[src/rtl/common_pkg.sv]
// Shared types for the instruction queue: one entry is a {pc, instruction} pair.
package common_pkg;

  typedef struct packed {
    logic [31:0] address;
    logic [31:0] inst;
  } inst_fifo_entry_t;

  // An all-zero word decodes as sll $0,$0,0, so an idle slot is a harmless nop.
  localparam logic [31:0] INST_NOP = 32'd0;

  localparam inst_fifo_entry_t ENTRY_NOP = '{address: 32'd0, inst: INST_NOP};

endpackage

[src/rtl/inst_fifo_ram.sv]
// Entry storage for inst_fifo: two write ports (tail, tail+1) and two
// asynchronous read ports (head, head+1).
module inst_fifo_ram
  import common_pkg::*;
#(
  parameter  int DEPTH  = 16,
  localparam int ADDR_W = $clog2(DEPTH)
) (
  input  logic             clk,
  input  logic             i_we1,
  input  logic             i_we2,
  input  logic [ADDR_W-1:0] i_waddr1,
  input  logic [ADDR_W-1:0] i_waddr2,
  input  inst_fifo_entry_t i_wdata1,
  input  inst_fifo_entry_t i_wdata2,
  input  logic [ADDR_W-1:0] i_raddr1,
  input  logic [ADDR_W-1:0] i_raddr2,
  output inst_fifo_entry_t o_rdata1,
  output inst_fifo_entry_t o_rdata2
);

  inst_fifo_entry_t r_mem [DEPTH];

  // Store up to two entries per cycle; the two addresses are always distinct.
  // NOTE: storage has no reset; validity comes from the top-level count, so
  // clearing the array would only cost reset fan-out.
  always_ff @(posedge clk) begin
    if (i_we1) r_mem[i_waddr1] <= i_wdata1;
    if (i_we2) r_mem[i_waddr2] <= i_wdata2;
  end

  assign o_rdata1 = r_mem[i_raddr1];
  assign o_rdata2 = r_mem[i_raddr2];

endmodule

[src/rtl/inst_fifo.sv]
// Dual-issue instruction queue between fetch and the master/slave pipelines.
// Optional feature: define INST_FIFO_BYPASS_EN to let pushes into a nearly
// empty queue appear on the read slots in the same cycle.
module inst_fifo
  import common_pkg::*;
#(
  parameter  int DEPTH  = 16,
  localparam int ADDR_W = $clog2(DEPTH)
) (
  input  logic        clk,
  input  logic        rst,
  input  logic        flush,
  input  logic        write_en1,
  input  logic        write_en2,
  input  logic [31:0] write_address1,
  input  logic [31:0] write_inst1,
  input  logic [31:0] write_address2,
  input  logic [31:0] write_inst2,
  input  logic        read_en1,
  input  logic        read_en2,
  output logic [31:0] read_address1,
  output logic [31:0] read_inst1,
  output logic        read_valid1,
  output logic [31:0] read_address2,
  output logic [31:0] read_inst2,
  output logic        read_valid2,
  output logic        empty,
  output logic        almost_empty,
  output logic        full
);

  logic [ADDR_W-1:0] r_head;
  logic [ADDR_W-1:0] r_tail;
  logic [ADDR_W:0]   r_count;

  logic              w_empty;
  logic              w_almost_empty;
  logic              w_full;
  logic              w_push_ok;
  logic [1:0]        w_push_n;
  logic [1:0]        w_req_n;
  logic [1:0]        w_avail_n;
  logic [1:0]        w_pop_n;
  inst_fifo_entry_t  w_wr1;
  inst_fifo_entry_t  w_wr2;
  inst_fifo_entry_t  w_ram1;
  inst_fifo_entry_t  w_ram2;
  inst_fifo_entry_t  w_slot1;
  inst_fifo_entry_t  w_slot2;
  logic              w_valid1;
  logic              w_valid2;

  assign w_empty        = (r_count == '0);
  assign w_almost_empty = (r_count == (ADDR_W+1)'(1));
  assign w_full         = (r_count >= (ADDR_W+1)'(DEPTH - 1));

  // A push is all-or-nothing: dropped entirely when full, flushing or in reset.
  assign w_push_ok = write_en1 & ~flush & ~rst & ~w_full;
  assign w_push_n  = w_push_ok ? (write_en2 ? 2'd2 : 2'd1) : 2'd0;

  assign w_wr1 = '{address: write_address1, inst: write_inst1};
  assign w_wr2 = '{address: write_address2, inst: write_inst2};

  inst_fifo_ram #(.DEPTH(DEPTH)) u_ram (
    .clk      (clk),
    .i_we1    (w_push_ok),
    .i_we2    (w_push_ok & write_en2),
    .i_waddr1 (r_tail),
    .i_waddr2 (r_tail + ADDR_W'(1)),
    .i_wdata1 (w_wr1),
    .i_wdata2 (w_wr2),
    .i_raddr1 (r_head),
    .i_raddr2 (r_head + ADDR_W'(1)),
    .o_rdata1 (w_ram1),
    .o_rdata2 (w_ram2)
  );

  // Select what each read slot shows and mask slots that hold no real entry.
  // NOTE: every output of this block gets a default first, so no path can
  // leave one unassigned and infer a latch.
  always_comb begin
    w_slot1  = ENTRY_NOP;
    w_slot2  = ENTRY_NOP;
    w_valid1 = 1'b0;
    w_valid2 = 1'b0;
    if (r_count >= (ADDR_W+1)'(1)) begin
      w_slot1  = w_ram1;
      w_valid1 = 1'b1;
    end
    if (r_count >= (ADDR_W+1)'(2)) begin
      w_slot2  = w_ram2;
      w_valid2 = 1'b1;
    end
`ifdef INST_FIFO_BYPASS_EN
    if (w_push_ok) begin
      if (w_empty) begin
        w_slot1  = w_wr1;
        w_valid1 = 1'b1;
        if (write_en2) begin
          w_slot2  = w_wr2;
          w_valid2 = 1'b1;
        end
      end else if (w_almost_empty) begin
        w_slot2  = w_wr1;
        w_valid2 = 1'b1;
      end
    end
`endif
  end

  // Pops are limited to slots actually showing a real entry, so count never
  // underflows. Bypassed entries are written and skipped in the same cycle,
  // which leaves exactly the unconsumed remainder in order.
  assign w_req_n   = read_en1 ? (read_en2 ? 2'd2 : 2'd1) : 2'd0;
  assign w_avail_n = {1'b0, w_valid1} + {1'b0, w_valid2};
  assign w_pop_n   = (w_req_n < w_avail_n) ? w_req_n : w_avail_n;

  // Pointer and occupancy update; flush and reset both empty the queue.
  // NOTE: state registers use non-blocking assignments so every register
  // samples pre-edge values regardless of statement order.
  always_ff @(posedge clk) begin
    if (rst || flush) begin
      r_head  <= '0;
      r_tail  <= '0;
      r_count <= '0;
    end else begin
      r_head  <= r_head + ADDR_W'(w_pop_n);
      r_tail  <= r_tail + ADDR_W'(w_push_n);
      r_count <= r_count + (ADDR_W+1)'(w_push_n) - (ADDR_W+1)'(w_pop_n);
    end
  end

  assign read_address1 = w_slot1.address;
  assign read_inst1    = w_slot1.inst;
  assign read_valid1   = w_valid1;
  assign read_address2 = w_slot2.address;
  assign read_inst2    = w_slot2.inst;
  assign read_valid2   = w_valid2;
  assign empty         = w_empty;
  assign almost_empty  = w_almost_empty;
  assign full          = w_full;

endmodule

[config.mk]
export PLATFORM = sky130hd
export DESIGN_NAME = inst_fifo
export DESIGN_NICKNAME = d
export VERILOG_FILES = /design/src/rtl/common_pkg.sv /design/src/rtl/inst_fifo_ram.sv /design/src/rtl/inst_fifo.sv
export SDC_FILE = /design/constraint.sdc
export NUM_CORES = 2
export LEC_CHECK = 0
export CAP_MARGIN = 0
export CORE_ASPECT_RATIO = 0.5
export CORE_MARGIN = 2
export CORE_UTILIZATION = 35
export DETAILED_ROUTE_END_ITERATION = 7
export HOLD_SLACK_MARGIN = 0.06
export REMOVE_ABC_BUFFERS = 1
export SKIP_CTS_REPAIR_TIMING = 1
export SLEW_MARGIN = 20
export SYNTH_ARGS = -nofsm -noshare
export SYNTH_HDL_FRONTEND = slang
export SYNTH_SLANG_ARGS = --single-unit
[constraint.sdc]
create_clock -name clk -period 9.1 [get_ports clk]
set_input_delay 0.91 -clock clk [delete_from_list [all_inputs] [get_ports clk]]
set_output_delay 0.91 -clock clk [all_outputs]
set_load 0.005 [all_outputs]
==> flow_metrics.env <==
export IMPL_crit_reg2reg_launch="r_count[4]"
export IMPL_ir_worst_vdd_mv=0.247
export IMPL_gp_congestion=0.832
export IMPL_crit_path_start_kind="flip-flop"
export IMPL_finalHoldViolCount=0
export IMPL_cts_sinks=1037
export IMPL_fin_area_um2=68500
export IMPL_pre_cts_slack_ns=3.69
export IMPL_htree_levels=3
export IMPL_slew_viol_final=0
export IMPL_crit_fanout=129
export IMPL_setup_violations=0
export IMPL_netlist_area_um2=60200
export IMPL_fp_dieW_um=591
export IMPL_die_h_um=297
export IMPL_core_um2=171000
export IMPL_cts_tree="done"
export IMPL_dp_hpwl_um=113000
export IMPL_place_area_um2=64800
export IMPL_drt_first_iter_violations=4529
export IMPL_routedWlPerCell_um=34.2
export IMPL_min_to="r_tail[2]"
export IMPL_clk_latency_ns=0.73
export IMPL_fin_nets=3794
export IMPL_firstDrtPassIters=6
export IMPL_synthFlopType="edfxtp_1"
export IMPL_drt_wl_total_um=206000
export IMPL_avgSynthCellArea_um2=16.8
export IMPL_antenna_found_initial=17
export IMPL_netlist_top_cells_count="edfxtp_1 (1024), mux2_2 (995), mux4_2 (512)"
export IMPL_die_area_um2=176000
export IMPL_finalPower_mw=13.8
export IMPL_synthArstFlopShare_pct=0
export IMPL_arrival_ns=5.45
export IMPL_yosys_top_cells_area="edfxtp_1 (51%), mux4_2 (19%), mux2_2 (19%)"
export IMPL_relSlewSlack_pct=23.7
export IMPL_worstRegToRegCells=21
export IMPL_required_ns=8.19
export IMPL_setup_tns_ns=0
export IMPL_r2r_setup_slack_ns=4.49
export IMPL_worstReg2RegEnd="r_count[4]"
export IMPL_clk_pin_slew_ns=0.06
export IMPL_worstSetupEndpointType="output port"
export IMPL_cts_root_buf="clkbuf_16"
export IMPL_gr_total_overflow=0
export IMPL_synth_edff_count=1024
export IMPL_areaGrowthSynthToFinish_pct=13.7
export IMPL_power_per_cell_area_nw_per_um2=202
export IMPL_holdCritStartpoint="r_tail[2]"
export IMPL_finalCritPeriodShare_pct=69.8
export IMPL_timing_fmax_ghz=0.157
export IMPL_min_path_type="reg -> reg"
export IMPL_syn_inst=3587
export IMPL_timing_hold_ws_ns=0.616
export IMPL_detail_route_antenna_nets=0
export IMPL_grt_usage_pct=22.9
export IMPL_maxCapViolations=0
export IMPL_io_buffer_count=267
export IMPL_clock_skew_ns=0.0250
export IMPL_synth_distinct_cells=49
export IMPL_grt_pass1_vias=39000
export IMPL_drc=0
export IMPL_worst_slack_ns=2.74
export IMPL_grt_pass1_wl_um=291000
export IMPL_viasPerCell=6.27
export IMPL_synth_top_area_share_pct=51.1
export IMPL_synth_seq_area_share_pct=51.5
export IMPL_yosys_area_top_type="edfxtp_1"
export IMPL_vias=37800
export IMPL_ys_seq_elements=1037
export IMPL_rows=107
export IMPL_layout_drive_gt1_share_pct=48.9
export IMPL_ys_warn_count=0
export IMPL_hold_depth=2
export IMPL_cts_made_buffers=109
export IMPL_start_util_pct=35.3
export IMPL_crit_type="reg -> out"
export IMPL_rsz0062_at_grt="no"
export IMPL_tightest_slew_ns=1.14
export IMPL_grt_max_degree=130
export IMPL_ioPinCount=268
export IMPL_power_leakage_nw=20.2
export IMPL_period_minus_slack_ns=6.36
export IMPL_cts_max_path_buffers=3
export IMPL_yosysMostFrequentCell="edfxtp_1"
export IMPL_status="finished, final reports clean"
metrics by stage:
| step | util [%] | instances |
|---|---|---|
| 2_1_floorplan | - | 3156 |
| 3_3_place_gp | 38.0 | 5814 |
| 3_5_place_dp | 38.0 | 5814 |
| 4_1_cts | 40.1 | 6011 |
| 5_1_grt | 40.1 | 6024 |
| 6_report | 40.1 | 6025 |
cells in the final DEF (no fill, tap or decap), drive strengths merged, types with 3 or more instances in the layout:
master / n
a22oi: 140
a32oi: 33
and2: 7
clkbuf: 128
diode: 12
nand3: 15
edfxtp: 1024
nor3: 16
bufinv: 15
or2: 6
clkdlybuf4s50: 267
mux4: 512
nor2: 13
xnor2: 4
mux2: 1024
a31oi: 45
nor2b: 7
dfxtp: 13
mux2i: 38
inv: 22
xor2: 3
o21ai: 47
a21oi: 70
ha: 17
nand2b: 6
nand2: 44
o32ai: 5
o21bai: 11
o22ai: 19
buf: 104
fa: 4
clkinv: 47
cells by family (layout without fill, tap and decap cells):
group           Yosys count  in the layout  synth area share (%)
flops                  1037           1037                  51.5
simple gates            122            122                  1.09
fa+ha+maj                21             21                 0.486
compound gates          378            378                  4.20
xor+xnor                  7              7                 0.102
mux                    1574           1574                  38.9
other cells               0             12                     0
buf+inv                 448            585                  3.72
area by class of cell:
cell class,instances,area [um2]
antenna,12,30.0
clock buffer,128,2860
clock inverter,69,727
fill,15500,102000
inverter,17,63.8
multi-input combinational,2102,27400
sequential,1037,31000
tap,2289,2860
timing repair buffer,371,3540
where the power goes:
group | switching, mW | total, mW | internal [mW]
sequential | 0.0573 | 5.34 | 5.28
combinational | 2.01 | 3.86 | 1.85
clock | 1.99 | 4.64 | 2.66
total | 4.05 | 13.8 | 9.79
how the worst max path moves through the flow:
stage | cells after the start | to | slack [ns] | start
finish | 6 | read_address1[18] | 2.74 | r_head[0]
global route | 6 | read_address1[17] | 2.74 | r_head[0]
CTS | 6 | read_address1[17] | 2.92 | r_head[0]
detailed placement | 7 | u_ram.r_mem[4][26] | 3.69 | flush
global placement | 7 | u_ram.r_mem[4][22] | 3.71 | flush
floorplan | 4 | read_address2[31] | -12.91 | r_head[1]
state kept, by name, indices dropped and copies added (netlist names):
name	cells
u_ram.r_mem	1024
r_count	5
r_head	4
r_tail	4
critical path, cell delays in order (launching register included):
cell and delay [ns]:
dfxtp_4 0.83, buf_12 0.69, and2_4 0.68, buf_4 0.86, a22oi_1 0.21, a21oi_1 0.51, clkdlybuf4s50_1 0.62
layer usage:
| layer | wire length (um) | track usage [%] |
|---|---|---|
| met3 | 15800 | 3.88 |
| met1 | 81900 | 30.4 |
| met4 | 8130 | 8.62 |
| met2 | 100000 | 37.7 |
| met5 | 47 | 0 |
(Power assumes the default switching activity.)
